===== config.mk =====
export PLATFORM = sky130hd
export DESIGN_NAME = uart_rx_flat
export DESIGN_NICKNAME = d
export VERILOG_FILES = /design/src/rtl/uart_pkg.sv /design/src/rtl/uart_rx_if.sv /design/src/rtl/sync_2ff.sv /design/src/rtl/uart_rx.sv /design/src/flat_wrapper.sv
export SDC_FILE = /design/constraint.sdc
export NUM_CORES = 1
export LEC_CHECK = 0
export ABC_AREA = 1
export CORE_ASPECT_RATIO = 0.8
export CORE_UTILIZATION = 53
export CTS_BUF_LIST = sky130_fd_sc_hd__clkbuf_8
export DETAILED_ROUTE_END_ITERATION = 16
export PLACE_DENSITY = 0.86
export SLEW_MARGIN = 20
export SYNTH_ARGS = -nofsm -noshare
export SYNTH_HDL_FRONTEND = slang
export SYNTH_SLANG_ARGS = --single-unit

===== constraint.sdc =====
create_clock -name clk -period 1.25 [get_ports clk]
set_input_delay 0.25 -clock clk [delete_from_list [all_inputs] [get_ports clk]]
set_output_delay 0.25 -clock clk [all_outputs]
set_load 0.005 [all_outputs]

===== src/rtl/uart_pkg.sv =====
// Shared UART definitions: receiver state encoding and default framing constants
// used by uart_tx, uart_rx and baud_generator.
package uart_pkg;

  localparam int unsigned OVERSAMPLE_DEF = 16;
  localparam int unsigned FRAME_BITS_DEF = 8;

  typedef enum logic [2:0] {
    StIdle,
    StStart,
    StData,
    StParity,
    StStop
  } rx_state_t;

endpackage


===== src/rtl/uart_rx_if.sv =====
// Receiver-side bundle: oversample tick and serial line in, recovered byte and
// status strobes out. master = receiver, slave = the logic feeding/consuming it.
interface uart_rx_if #(
  parameter int unsigned FRAME_BITS = uart_pkg::FRAME_BITS_DEF
) ();

  logic                  baud_tick;
  logic                  rx_in;
  logic [FRAME_BITS-1:0] rx_data;
  logic                  rx_valid;
  logic                  rx_busy;
  logic                  frame_error;
  logic                  parity_error;

  modport master (
    input  baud_tick,
    input  rx_in,
    output rx_data,
    output rx_valid,
    output rx_busy,
    output frame_error,
    output parity_error
  );

  modport slave (
    output baud_tick,
    output rx_in,
    input  rx_data,
    input  rx_valid,
    input  rx_busy,
    input  frame_error,
    input  parity_error
  );

endinterface


===== src/rtl/sync_2ff.sv =====
// Two-flop synchronizer for an asynchronous single-bit input, with a
// configurable reset value so idle-high lines do not glitch out of reset.
module sync_2ff #(
  parameter logic ResetVal = 1'b0
) (
  input  logic clk,
  input  logic reset,
  input  logic d,
  output logic q
);

  logic meta_q;

  always_ff @(posedge clk) begin
    if (reset) begin
      meta_q <= ResetVal;
      q      <= ResetVal;
    end else begin
      meta_q <= d;
      q      <= meta_q;
    end
  end

endmodule


===== src/rtl/uart_rx.sv =====
// Oversampling UART receiver: start/data/stop framing, LSB first, one-clk strobes.
// Optional parity bit between data and stop when UART_RX_PARITY_EN is defined.
module uart_rx
  import uart_pkg::*;
#(
  parameter int unsigned FRAME_BITS = FRAME_BITS_DEF,
  parameter int unsigned OVERSAMPLE = OVERSAMPLE_DEF,
  parameter int unsigned PARITY_ODD = 0
) (
  input logic       clk,
  input logic       reset,
  uart_rx_if.master bus
);

  localparam int unsigned CntW = $clog2(OVERSAMPLE);
  localparam int unsigned BitW = $clog2(FRAME_BITS + 1);

  localparam logic [CntW-1:0] CntHalf = CntW'(OVERSAMPLE / 2 - 1);
  localparam logic [CntW-1:0] CntLast = CntW'(OVERSAMPLE - 1);
  localparam logic [BitW-1:0] BitLast = BitW'(FRAME_BITS - 1);

  rx_state_t             state_q, state_d;
  logic [CntW-1:0]       sample_cnt_q, sample_cnt_d;
  logic [BitW-1:0]       bit_cnt_q, bit_cnt_d;
  logic [FRAME_BITS-1:0] shift_q, shift_d;
  logic [FRAME_BITS-1:0] data_q, data_d;
  logic                  valid_q, valid_d;
  logic                  ferr_q, ferr_d;
  logic                  busy_q;
  logic                  rx_s;

`ifdef UART_RX_PARITY_EN
  logic perr_q, perr_d;
  logic par_bad_q, par_bad_d;
`else
  logic unused_parity_odd;
  assign unused_parity_odd = PARITY_ODD[0];
`endif

  sync_2ff #(
    .ResetVal(1'b1)
  ) u_sync (
    .clk  (clk),
    .reset(reset),
    .d    (bus.rx_in),
    .q    (rx_s)
  );

  always_comb begin
    state_d      = state_q;
    sample_cnt_d = sample_cnt_q;
    bit_cnt_d    = bit_cnt_q;
    shift_d      = shift_q;
    data_d       = data_q;
    valid_d      = 1'b0;
    ferr_d       = 1'b0;
`ifdef UART_RX_PARITY_EN
    perr_d       = 1'b0;
    par_bad_d    = par_bad_q;
`endif
    if (bus.baud_tick) begin
      unique case (state_q)
        StIdle: begin
          if (!rx_s) begin
            state_d      = StStart;
            sample_cnt_d = '0;
          end
        end
        StStart: begin
          // Re-check the line mid start bit; a high level here was a glitch.
          if (sample_cnt_q == CntHalf) begin
            if (rx_s) begin
              state_d = StIdle;
            end else begin
              state_d      = StData;
              sample_cnt_d = '0;
              bit_cnt_d    = '0;
            end
          end else begin
            sample_cnt_d = sample_cnt_q + 1'b1;
          end
        end
        StData: begin
          if (sample_cnt_q == CntLast) begin
            shift_d      = {rx_s, shift_q[FRAME_BITS-1:1]};
            sample_cnt_d = '0;
            bit_cnt_d    = bit_cnt_q + 1'b1;
            if (bit_cnt_q == BitLast) begin
`ifdef UART_RX_PARITY_EN
              state_d = StParity;
`else
              state_d = StStop;
`endif
            end
          end else begin
            sample_cnt_d = sample_cnt_q + 1'b1;
          end
        end
        StParity: begin
`ifdef UART_RX_PARITY_EN
          if (sample_cnt_q == CntLast) begin
            par_bad_d    = rx_s != ((^shift_q) ^ PARITY_ODD[0]);
            sample_cnt_d = '0;
            state_d      = StStop;
          end else begin
            sample_cnt_d = sample_cnt_q + 1'b1;
          end
`else
          state_d = StIdle;
`endif
        end
        StStop: begin
          // Leave at mid-stop so the next start edge is never missed.
          if (sample_cnt_q == CntLast) begin
            state_d = StIdle;
            if (!rx_s) begin
              ferr_d = 1'b1;
            end else begin
`ifdef UART_RX_PARITY_EN
              if (par_bad_q) begin
                perr_d = 1'b1;
              end else begin
                data_d  = shift_q;
                valid_d = 1'b1;
              end
`else
              data_d  = shift_q;
              valid_d = 1'b1;
`endif
            end
          end else begin
            sample_cnt_d = sample_cnt_q + 1'b1;
          end
        end
        default: state_d = StIdle;
      endcase
    end
  end

  always_ff @(posedge clk) begin
    if (reset) begin
      state_q      <= StIdle;
      sample_cnt_q <= '0;
      bit_cnt_q    <= '0;
      shift_q      <= '0;
      data_q       <= '0;
      valid_q      <= 1'b0;
      ferr_q       <= 1'b0;
      busy_q       <= 1'b0;
    end else begin
      state_q      <= state_d;
      sample_cnt_q <= sample_cnt_d;
      bit_cnt_q    <= bit_cnt_d;
      shift_q      <= shift_d;
      data_q       <= data_d;
      valid_q      <= valid_d;
      ferr_q       <= ferr_d;
      busy_q       <= (state_d != StIdle);
    end
  end

`ifdef UART_RX_PARITY_EN
  always_ff @(posedge clk) begin
    if (reset) begin
      perr_q    <= 1'b0;
      par_bad_q <= 1'b0;
    end else begin
      perr_q    <= perr_d;
      par_bad_q <= par_bad_d;
    end
  end

  assign bus.parity_error = perr_q;
`else
  assign bus.parity_error = 1'b0;
`endif

  assign bus.rx_data     = data_q;
  assign bus.rx_valid    = valid_q;
  assign bus.rx_busy     = busy_q;
  assign bus.frame_error = ferr_q;

endmodule


===== src/flat_wrapper.sv =====
// flat-port wrapper written by rule: the top's interface ports become plain ports
module uart_rx_flat import uart_pkg::*;
#(
  parameter int unsigned FRAME_BITS = FRAME_BITS_DEF,
  parameter int unsigned OVERSAMPLE = OVERSAMPLE_DEF,
  parameter int unsigned PARITY_ODD = 0
)
  (clk, reset, bus_baud_tick, bus_rx_in, bus_rx_data, bus_rx_valid, bus_rx_busy, bus_frame_error, bus_parity_error);
  uart_rx_if #(.FRAME_BITS(FRAME_BITS)) bus_i ();
  input logic clk;
  input logic reset;
  input wire logic [$bits(bus_i.baud_tick)-1:0] bus_baud_tick;
  input wire logic [$bits(bus_i.rx_in)-1:0] bus_rx_in;
  output wire logic [$bits(bus_i.rx_data)-1:0] bus_rx_data;
  output wire logic [$bits(bus_i.rx_valid)-1:0] bus_rx_valid;
  output wire logic [$bits(bus_i.rx_busy)-1:0] bus_rx_busy;
  output wire logic [$bits(bus_i.frame_error)-1:0] bus_frame_error;
  output wire logic [$bits(bus_i.parity_error)-1:0] bus_parity_error;
  assign bus_i.baud_tick = bus_baud_tick;
  assign bus_i.rx_in = bus_rx_in;
  assign bus_rx_data = bus_i.rx_data;
  assign bus_rx_valid = bus_i.rx_valid;
  assign bus_rx_busy = bus_i.rx_busy;
  assign bus_frame_error = bus_i.frame_error;
  assign bus_parity_error = bus_i.parity_error;
  uart_rx #(.FRAME_BITS(FRAME_BITS), .OVERSAMPLE(OVERSAMPLE), .PARITY_ODD(PARITY_ODD)) u_core (.clk(clk), .reset(reset), .bus(bus_i));
endmodule

Word-level counts from Yosys, hierarchy flattened
Index checks and enable logic that the tools add are counted.

storage, ports and cells
  bits in registers = 32
  latch bits = 0
  memory bits (writable) = 0
  ROM bits = 0
  bits of input ports = 4
  output and inout bits = 12
  memories kept = 0

cells by class
  $add $sub $neg = 2
  $mul = 0
  div/mod/pow operators = 0
  order comparisons = 0
  eq/ne operators = 10
  shift-type cells = 0
  muxes and demuxes = 19
  bitwise logic cells = 3
  reductions and logical operators = 9

operators with widths
  operator                                             count
  2-to-1 mux 4 bit                                     7
  2-to-1 mux 3 bit                                     6
  one-hot mux 4 bit (4 select lines)                   1
  one-hot mux 3 bit (4 select lines)                   1
  adder 4 x 1 -> 4 bit, second input constant          2
  equality test 4 x 3 -> 1 bit, second input constant  2
  one-hot mux 4 bit (2 select lines)                   1
  AND reduction 3 bit                                  2
  AND reduction 5 bit                                  1
  equality test 4 bit, second input constant           1
  != test 2 x 1 -> 1 bit, second input constant        2
  != test 2 bit, second input constant                 2
  AND reduction 4 bit                                  1
  nonzero test 4 bit                                   1
  OR reduction 4 bit                                   1
  equality test 3 x 1 -> 1 bit, second input constant  1
  equality test 3 x 2 -> 1 bit, second input constant  1
  equality test 3 bit, second input constant           1
  zero test 3 bit                                      1
  NOT 1 bit                                            3
  nonzero test 3 bit                                   1
  2-to-1 mux 1 bit                                     2
  2-to-1 mux 2 bit                                     1
  nonzero test 2 bit                                   1

Longest topological paths before layout
  depth in word-level cells = 6
  mapped depth = 9
  gate-level depth less buffers = 9

Hierarchy
A second synthesis with hierarchy kept.

second synthesis, totals
  cells, all modules = 210
  area total of the unflattened synthesis = 1521.5 um^2

by module, submodules not included
  module    times used  cells an instance  area each (um^2)  seq. area each (um^2)
  uart_rx   1           203                1462.7            600.6
  sync_2ff  1           7                  58.8              40.0

Worst setup path after synthesis
OpenSTA, ideal clock, no wires.

  path kind = flip-flop to flip-flop
  start = register u_core.sample_cnt_q[0]
  end = register u_core.data_q[0], in the netlist u_core.bus.rx_data[0]
  data arrival time = 1254 ps
  required time = 1134 ps
  setup slack = -120 ps
  cell stages (with the launch flop) = 7
  clock period less this slack = 1370 ps
  cell sequence = dfxtp_1 -> ha_1 -> nand3_4 -> nor2_4 -> nand3_4 -> o21ai_0 -> nor2_1

between the ends
  cells in the longest elaborated chain, start to end = 2

RTL lines
  what                           RTL line        RTL
  from (decl)                    uart_rx.sv:23   logic [CntW-1:0] sample_cnt_q, sample_cnt_d;
  from (signal assigned)         uart_rx.sv:152  sample_cnt_q <= sample_cnt_d;
  equality test 4 bit            uart_rx.sv:114  if (sample_cnt_q == CntLast) begin
  AND reduction 4 bit (no line)  -
  to (signal assigned)           uart_rx.sv:155  data_q <= data_d;
  to (decl)                      uart_rx.sv:26   logic [FRAME_BITS-1:0] data_q, data_d;

Every way passes these cells.
A chain may end at the register's enable or synchronous reset.

Final worst setup path
  start = register u_core.sample_cnt_q[1]
  end = register u_core.sample_cnt_q[0]

between the ends
  cells in the longest elaborated chain, start to end = 3

RTL lines
  what                                                                       RTL line                                      RTL
  equality test 4 bit or equality test 4 x 3 -> 1 bit (tied branches)        uart_rx.sv:84, uart_rx.sv:114, uart_rx.sv:71
  2-to-1 mux 4 bit, or another cell as far along                             uart_rx.sv:84                                 if (sample_cnt_q == CntLast) begin
  one-hot mux 4 bit (4 select lines) or AND reduction 3 bit (tied branches)  -

Parallel ways exist; a longest one is shown, timed or not.

==> out/qor.csv <==
metric;value;unit
failing checks;negative setup slack;
share of synthesized area occupied by flip-flops and latches;39.54;%
Num CTS Buffers;5;
clock-pin slew of the registers on the worst-case setup and hold paths;70;ps
delay of the slowest critical-path stage;360;ps
number of different library cells in the post-synthesis netlist;33;
highest attainable clock frequency;0.6834;GHz
global routing usage summed across all routing layers;36.91;%
post-detail-place hpwl;2.675;mm
post-route worst hold slack;430.1;ps
compound-cell area share of the yosys netlist;10.50;%
buffers from clock root to sink, at most;2;
parity-gate share of the synthesized area counting xor and xnor cells;1.622;%
worst setup path class;reg2reg;
number of port buffers;14;
first-pass GRT wire length;8.901;mm
cell area after placement;0.002022;mm2
leading area contributor after synthesis;dfxtp_1;
insertion delay to the later sink of the worst-skew pair;300;ps
Max Clock Skew;8.892;ps
antenna violations before repair;0;
total non-filler cell area in the finished layout;0.002374;mm2
final routed wire length divided by cell count;19.16;um
crit path max-delay cell type;dfxtp_2;
multiplexer share of the synthesized area;0;%
Mean Syn Cell Area;7.467;um2
Pwr per Cell Area;944.2;mW/mm2
ant diodes;0;
fraction of the mapped netlist area in simple logic gates;38.53;%
clock root buffer;clkbuf_8;
DRC;0;
post-detailed-routing wire length;5.939;mm
Synth Flop Type;dfxtp_1;
RSZ-0062 raised after global routing;true;
Die X-Extent;63.82;um
Worst Path Required;1430;ps
final design utilization;83.90;%
Die Area;0.003284;mm2
Crit path top cell by count;nor2_1;
post-route setup TNS;-3721;ps
height of the die;51.46;um
Row Count;17;
worst setup margin;-213.3;ps
count of final setup violators;30;
Mapped Area;0.001620;mm2
synthesis-stage register bit count;32;
Synth Net Count;223;
gpl congestion;0.9526;
endpoint class of the critical path;flop;
Final ANT Viol Nets;0;
grt total ovfl;0;
outcome;complete, but fails checks;
average vias per placed instance;6.081;
area grow syn2layout;46.49;%
category of the worst setup path launch point;flop;
max-capacitance violation count;0;
dominant combinational cell family by area after synthesis;simple AND/OR/NAND/NOR gates;
number of synthesized flops with an enable pin;0;
cell with the most instances after synthesis;nor2_1;
gate family responsible for the most delay along the worst path;simple AND/OR/NAND/NOR gates;
pin count of the biggest net entering global routing;23;
DRT Pass-1 Iters;5;
cells after synthesis;217;
sequence of cells on the critical path;ha_4 -> nand3_4 -> nor2_4 -> inv_2 -> nand3_4 -> nor2_1 -> nor2_1 -> nor2_1;
count of warnings emitted by yosys;0;
proportion of netlist area held by the largest area contributor;39.54;%
cell types with the largest area share after synthesis;dfxtp_1 (40%), nor2_1 (12%), nand2_1 (7.6%);
class of the worst hold path;reg2reg;
peak fanout along the critical path;6;
Initial Utilization;57.28;%
drt initial violations;228;
H-tree levels;2;
Slew Viols, Final;0;
clock period minus worst slack;1463;ps
Final Hold Viols;0;
Final Cycle Share;117.1;%
TritonCTS clock tree;built;
Max rail drop VDD;0.9798;mV
leakage power figure;0.001111;uW
Async S/R FF share, synth;0;%
Total Power;2241;uW
via count of the first global-routing pass;1812;
Final Net Count;277;
number of clock sinks;32;
total via count after detailed routing;1885;
count of pins on the block boundary;16;
arrival time at the worst endpoint;1650;ps
leading post-synthesis cells by instance count;nor2_1 (52), nand2_1 (33), dfxtp_1 (32), o21ai_0 (19), nand3_1 (15);
total core area;0.002829;mm2
layout cell share with drive strength beyond 1;40.44;%
combined buffer and inverter count along the critical path;1;
adder-cell share of the synthesized area;1.544;%
quantity of hold-fixing buffers added after cts;0;
metrics by stage:
| step | setup WS [ps] | cells |
|---|---|---|
| 6_report | -213.3 | 310 |
| 5_1_grt | -311.3 | 310 |
| 4_1_cts | -84.00 | 308 |
| 3_5_place_dp | -280.2 | 292 |
| 3_3_place_gp | -222.3 | 292 |
| 2_1_floorplan | 5.747 | 217 |
final cells by class:
| class | instances | area [um2] |
|---|---|---|
| Multi-Input combinational cell | 159 | 1012 |
| Sequential cell | 32 | 650.6 |
| Fill cell | 131 | 455.4 |
| Timing Repair Buffer | 51 | 435.4 |
| Inverter | 22 | 116.4 |
| Clock buffer | 5 | 68.82 |
| Tap cell | 38 | 47.55 |
| Clock inverter | 3 | 42.54 |
placed cells by master, fill, tap and decap left out, types with 3 or more instances in the layout:
cell type,count
dfxtp_1,26
nand2_1,32
o21ai_0,4
nand3_4,6
dfxtp_2,5
nand2_4,3
o21ai_2,8
nand3_2,4
inv_2,3
nor2_4,4
dlygate4sd2_1,11
clkdlybuf4s50_1,3
o21ai_1,7
nor2_1,39
nor2_2,10
inv_1,13
nand2_2,3
clkbuf_8,5
buf_4,31
a21oi_2,5
nand3_1,13
buf_6,5
kinds of logic after synthesis:
| kind of cell | count (synthesis) |
|---|---|
| and+or+nand+nor | 122 |
| DFF | 32 |
| AOI/OAI and AO/OA | 30 |
| buffers and inverters | 27 |
| xor gates and xnor gates | 3 |
| adders and majority gates | 2 |
| other | 1 |
power by group:
part | leakage [uW] | internal [uW] | switching, uW
logic | 0.000795 | 79.3 | 104
clock network | 0.0000541 | 590 | 427
registers | 0.000261 | 1030 | 13.1
layer usage:
metal / GRT usage [%] / up-vias / wire length [um]
met5: 0 / - / 0
met4: 23.48 / 0 / 389
met3: 8.929 / 48 / 505
met2: 62.77 / 149 / 2805
met1: 41.77 / 886 / 2239
li1: - / 802 / -
worst reg2reg max path: cells and delay by family (launching register included):
| kind | cells | cell delay (ps) |
|---|---|---|
| buffers and inverters | 1 | 100 |
| adders and majority gates | 1 | 170 |
| and+or+nand+nor | 6 | 730 |
| DFF | 1 | 360 |
registers in the layout, indices dropped and copies added, names as in the netlist:
| register | count |
|---|---|
| u_core.bus.rx_data | 8 |
| u_core.bus.rx_valid | 1 |
| u_core.u_sync.q | 1 |
| u_core.bit_cnt_q | 4 |
| u_core.bus.frame_error | 1 |
| u_core.bus.rx_busy | 1 |
| u_core.state_q | 3 |
| u_core.u_sync.meta_q | 1 |
| u_core.sample_cnt_q | 4 |
| u_core.shift_q | 8 |
worst paths after layout:
path	slack, ps	start	end	cells past startpoint
setup / recovery	-210	u_core.sample_cnt_q[1]$_SDFFE_PP0P_	u_core.sample_cnt_q[0]$_SDFFE_PP0P_	8
hold / removal	430	u_core.u_sync.meta_q$_SDFF_PP1_	u_core.u_sync.q$_SDFF_PP1_	1
setup reg to reg	-210	u_core.sample_cnt_q[1]$_SDFFE_PP0P_	u_core.sample_cnt_q[0]$_SDFFE_PP0P_	8
hold reg to reg	430	u_core.u_sync.meta_q$_SDFF_PP1_	u_core.u_sync.q$_SDFF_PP1_	1
what timing repair did:
item	4_1_cts	5_1_grt
setup endpoints to repair	38	30
gates resized for setup	53	17
pin swaps	17	8
setup buffers	7	2
gates cloned	1	0
Power figures use the tool's default switching activity.
==> RTL edit 1 (same flow settings) <==
Encoding of `rx_state_t`: now one-hot (5 bits for 5 states).
--- a/src/rtl/uart_pkg.sv
+++ b/src/rtl/uart_pkg.sv
@@ -5,12 +5,12 @@
   localparam int unsigned OVERSAMPLE_DEF = 16;
   localparam int unsigned FRAME_BITS_DEF = 8;
 
-  typedef enum logic [2:0] {
-    StIdle,
-    StStart,
-    StData,
-    StParity,
-    StStop
+  typedef enum logic [4:0] {
+    StIdle   = 5'b00001,
+    StStart  = 5'b00010,
+    StData   = 5'b00100,
+    StParity = 5'b01000,
+    StStop   = 5'b10000
   } rx_state_t;
 
 endpackage
Function: no difference found for any inputs over 10 cycles, from zero or initial values and one cycle with reset high; not proved beyond that.
==> RTL edit 1 against the unedited design <==
The flow still finishes with violations (negative setup slack); routed wire length decreased by 5.6%; cell area increased by 4.3%; synthesized area increased by 2.3%; sequential cell count increased by 2; fmax decreased by 5.4%; non-clock buffer count increased by 6; setup slack got worse by 83 ps; total power decreased by 5.5%; critical path type unchanged; largest cell class unchanged; highest routed layer unchanged.
==> RTL edit 1: results (changes against the unedited design) <==
- Detailed-route via count: 1,883 (was 1,885)
- Post-CTS repair timing setup buffer count: 5 (was 7)
- HPWL reported at the end of detailed placement: 2.94 mm (was 2.68 mm)
- Area after DPL: 0.00211 sq mm (was 0.00202 sq mm)
- Largest fanout of any net on the critical path: 3 (was 6)
- Post-synth cell types: 37 (was 33)
- Crit path DAT: 1760 ps (was 1650 ps)
- Compound-Gate Fraction of Synth Area: 0.134 (was 0.105)
- Number of nets in the final layout: 283 (was 277)
- Final setup slack of the worst path: -296 ps (was -213 ps)
- Adder-cell share of the synthesized area: 0.0151 (was 0.0154)
- Starting DRT DRC Count: 176 (was 228)
- Post-synthesis net count: 227 (was 223)
- Setup violations, final: 31 (was 30)
- Resized cells post-CTS: 45 (was 53)
- Post-Route Setup TNS: -5310 ps (was -3720 ps)
- Wire length of the first global-routing pass: 8.01 mm (was 8.90 mm)
- Layout cell share with drive strength beyond 1: 0.457 (was 0.404)
- Detailed-router iteration count before antenna repair: 5 (unchanged)
- Via count of the first global-routing pass: 1,773 (was 1,812)
- Worst clock skew: 16.4 ps (was 8.89 ps)
- Status: complete, but fails checks (unchanged)
- Final RePlAce weighted congestion: 0.848 (was 0.953)
- Violations in the final reports: negative setup slack (unchanged)
- Pre-CTS setup slack: -358 ps (was -280 ps)
- Largest net degree at the start of global routing: 15 (was 23)
- Number of placed instances with taps included: 298 (was 292)
- Detailed-route wire length: 5.61 mm (was 5.94 mm)
- Gr usage total: 0.327 (was 0.369)
- Cell types with the highest counts after synthesis: sky130_fd_sc_hd__nand2_1 (38), sky130_fd_sc_hd__dfxtp_1 (34), sky130_fd_sc_hd__nor2_1 (32), sky130_fd_sc_hd__inv_1 (18), sky130_fd_sc_hd__nand3_1 (13) (was sky130_fd_sc_hd__nor2_1 (52), sky130_fd_sc_hd__nand2_1 (33), sky130_fd_sc_hd__dfxtp_1 (32), sky130_fd_sc_hd__o21ai_0 (19), sky130_fd_sc_hd__nand3_1 (15))
- Proportion of synthesized chip area in sequential cells: 0.411 (was 0.395)
- # fillers: 137 (was 131)
==> RTL edit 1: cell types whose count changed after synthesis, moves of 5 or more <==
cell                      delta
sky130_fd_sc_hd__nor2_2      +6
sky130_fd_sc_hd__nor2_1     -20
sky130_fd_sc_hd__nand2_1     +5
sky130_fd_sc_hd__a21oi_1     +6
sky130_fd_sc_hd__o21ai_0    -14
==> RTL edit 1: power breakdown <==
part           switching [mW]  leakage (nW)  internal [mW]  total [mW]
Sequential             0.0108         0.279           1.09        1.10
Clock                   0.427        0.0524          0.436       0.864
Combinational          0.0917         0.781         0.0634       0.155
==> RTL edit 1: logic make-up (layout without fill, tap and decap cells) <==
group	count (synthesis)	in the layout
other cells	1	1
simple gates	115	116
flops	34	34
compound gates	36	36
buf+inv	31	87
fa+ha+maj	2	2
xor+xnor	2	2
==> RTL edit 1: final cells by class <==
cell class              instances  area [sq um]  share of cell area
clock buffers                   6          82.6              0.0334
clock inverters                 2          8.76             0.00354
inverters                      22          92.6              0.0374
multi-input cells             157          1040               0.420
flip-flops and latches         34           697               0.281
well taps                      38          47.5              0.0192
repair buffers                 57           508               0.205
==> RTL edit 1: per-layer routing <==
layer  global-route usage  vias up  part of all wire
li1                     -      830                 -
met1                0.345      859              0.37
met2                0.565      144              0.47
met3                0.125       50             0.082
met4                0.185        0             0.070
met5                    0        -                 0
==> RTL edit 1: worst paths after layout <==
kind | start | to | slack (ps) | depth (start not counted)
setup / recovery | u_core.sample_cnt_q[1] | u_core.bus.rx_busy | -300 | 10
hold reg to reg | u_core.u_sync.meta_q | u_core.u_sync.q | 430 | 1
setup reg to reg | u_core.sample_cnt_q[1] | u_core.bus.rx_busy | -300 | 10
hold / removal | u_core.u_sync.meta_q | u_core.u_sync.q | 430 | 1
==> RTL edit 2 (same flow settings) <==
Without the edit above. The option `UART_RX_PARITY_EN` is turned on by a define.
--- a/src/rtl/uart_rx.sv
+++ b/src/rtl/uart_rx.sv
@@ -1,5 +1,7 @@
 // Oversampling UART receiver: start/data/stop framing, LSB first, one-clk strobes.
 // Optional parity bit between data and stop when UART_RX_PARITY_EN is defined.
+`define UART_RX_PARITY_EN
+
 module uart_rx
   import uart_pkg::*;
 #(
Function: same outputs for any inputs over 10 cycles, from zero or initial values and one cycle with reset high; that may be too few to reach the edited logic, so the function may still have changed.
==> RTL edit 2 against the unedited design <==
The run still ends with negative setup slack left; total power fell by 7.7%; utilization decreased by 2.1 points; routed wire length fell by 6.0%; setup slack worse by 6.8 ps; cell area rose by 10%; highest routed layer unchanged; sequential cell count rose by 2; sequential power increased by 6%; global-route usage shrank 6.1 points; synthesized cell count increased by 23%; synthesized area up 13%.
==> RTL edit 2: results (changes against the unedited design) <==
- Area contributors post-synth: sky130_fd_sc_hd__dfxtp_1 (37%), sky130_fd_sc_hd__nand2_1 (14%), sky130_fd_sc_hd__nand3_1 (7.1%) (was sky130_fd_sc_hd__dfxtp_1 (40%), sky130_fd_sc_hd__nor2_1 (12%), sky130_fd_sc_hd__nand2_1 (7.6%))
- Post-Syn Area per Cell: 6.91 sq um (was 7.47 sq um)
- Final RePlAce weighted congestion: 0.957 (was 0.953)
- Maximum vdd ir drop: 0.000849 V (was 0.000980 V)
- Number of nets in the final layout: 339 (was 277)
- Pre-CTS setup slack: -515 ps (was -280 ps)
- Worst clock skew: 4.91 ps (was 8.89 ps)
- Mean routed wirelength per cell: 15.0 microns (was 19.2 microns)
- Static leakage: 1.23 nW (was 1.11 nW)
- Number of placed instances with taps included: 356 (was 292)
- Post-Synth XOR/XNOR Area: 0.0191 (was 0.0162)
- Violations in the final reports: negative setup slack (unchanged)
- Crit path DAT: 1690 ps (was 1650 ps)
- Setup violations, final: 31 (was 30)
- Gr usage total: 0.308 (was 0.369)
- Detailed-route wire length: 5.59 mm (was 5.94 mm)
- Status: complete, but fails checks (unchanged)
- Design internal power: 1.54 mW (was 1.70 mW)
- Hold slack: 415 ps (was 430 ps)
- Via count of the first global-routing pass: 1,831 (was 1,812)
- Cell types with the highest counts after synthesis: sky130_fd_sc_hd__nand2_1 (70), sky130_fd_sc_hd__dfxtp_1 (34), sky130_fd_sc_hd__inv_1 (30), sky130_fd_sc_hd__nand3_1 (26), sky130_fd_sc_hd__a21oi_1 (25) (was sky130_fd_sc_hd__nor2_1 (52), sky130_fd_sc_hd__nand2_1 (33), sky130_fd_sc_hd__dfxtp_1 (32), sky130_fd_sc_hd__o21ai_0 (19), sky130_fd_sc_hd__nand3_1 (15))
- Final setup slack of the worst path: -220 ps (was -213 ps)
- Area inside the core boundary: 0.00320 sq mm (was 0.00283 sq mm)
- HPWL reported at the end of detailed placement: 3.50 mm (was 2.68 mm)
- Area after DPL: 0.00231 sq mm (was 0.00202 sq mm)
- # fillers: 189 (was 131)
- Compound-Gate Fraction of Synth Area: 0.144 (was 0.105)
- Post-synth cell types: 27 (was 33)
- Starting DRT DRC Count: 202 (was 228)
- Largest net degree at the start of global routing: 16 (was 23)
RTL edit 2: final cells by class:
| cell class | count | area share |
|---|---|---|
| multi-input combinational | 191 | 0.426 |
| inverter | 33 | 0.0473 |
| clock inverter | 2 | 0.00430 |
| sequential | 34 | 0.265 |
| timing repair buffer | 68 | 0.212 |
| tap | 40 | 0.0191 |
| clock buffer | 5 | 0.0263 |
RTL edit 2: layer usage:
layer  vias to the layer above  GRT usage  routed length [microns]
li1                        986          -                        -
met1                       955      0.377                     2360
met2                       114      0.526                     2700
met3                        24     0.0667                      355
met4                         0      0.132                      178
met5                         -          0                        0
RTL edit 2: timing repair:
item / 4_1_cts / 5_1_grt
gates resized for setup: 41 / 35
buffers inserted: 4 / 6
pin swaps: 6 / 12
setup endpoints to repair: 42 / 31
RTL edit 2: through the flow:
stage	power (mW)	setup TNS, ps
detailed placement	1.28	-11070
floorplan	1.21	-961
finish	2.07	-4840
CTS	2.03	-3540
global route	2.13	-6870
global placement	1.27	-9990
RTL edit 2: final timing paths:
kind | start | cells after the start | to
setup / recovery | u_core.sample_cnt_q[1] | 8 | u_core.bus.rx_data[0]
setup reg to reg | u_core.sample_cnt_q[1] | 8 | u_core.bus.rx_data[0]
hold / removal | u_core.u_sync.meta_q | 1 | u_core.u_sync.q
hold reg to reg | u_core.u_sync.meta_q | 1 | u_core.u_sync.q
RTL edit 2: kinds of logic (layout without fill, tap and decap cells):
family | count (synthesis) | after routing
simple gates | 135 | 135
flops | 34 | 34
xor+xnor | 4 | 4
compound gates | 50 | 50
fa+ha+maj | 2 | 2
buf+inv | 41 | 108
RTL edit 2: power groups by stage:
stage / combinational, mW / sequential [mW] / clock [mW]
3_5_place_dp: 0.150 / 1.13 / 0
4_1_cts: 0.156 / 1.10 / 0.775
6_report: 0.173 / 1.10 / 0.791
2_1_floorplan: 0.0890 / 1.12 / 0
3_3_place_gp: 0.145 / 1.13 / 0
5_1_grt: 0.185 / 1.10 / 0.838
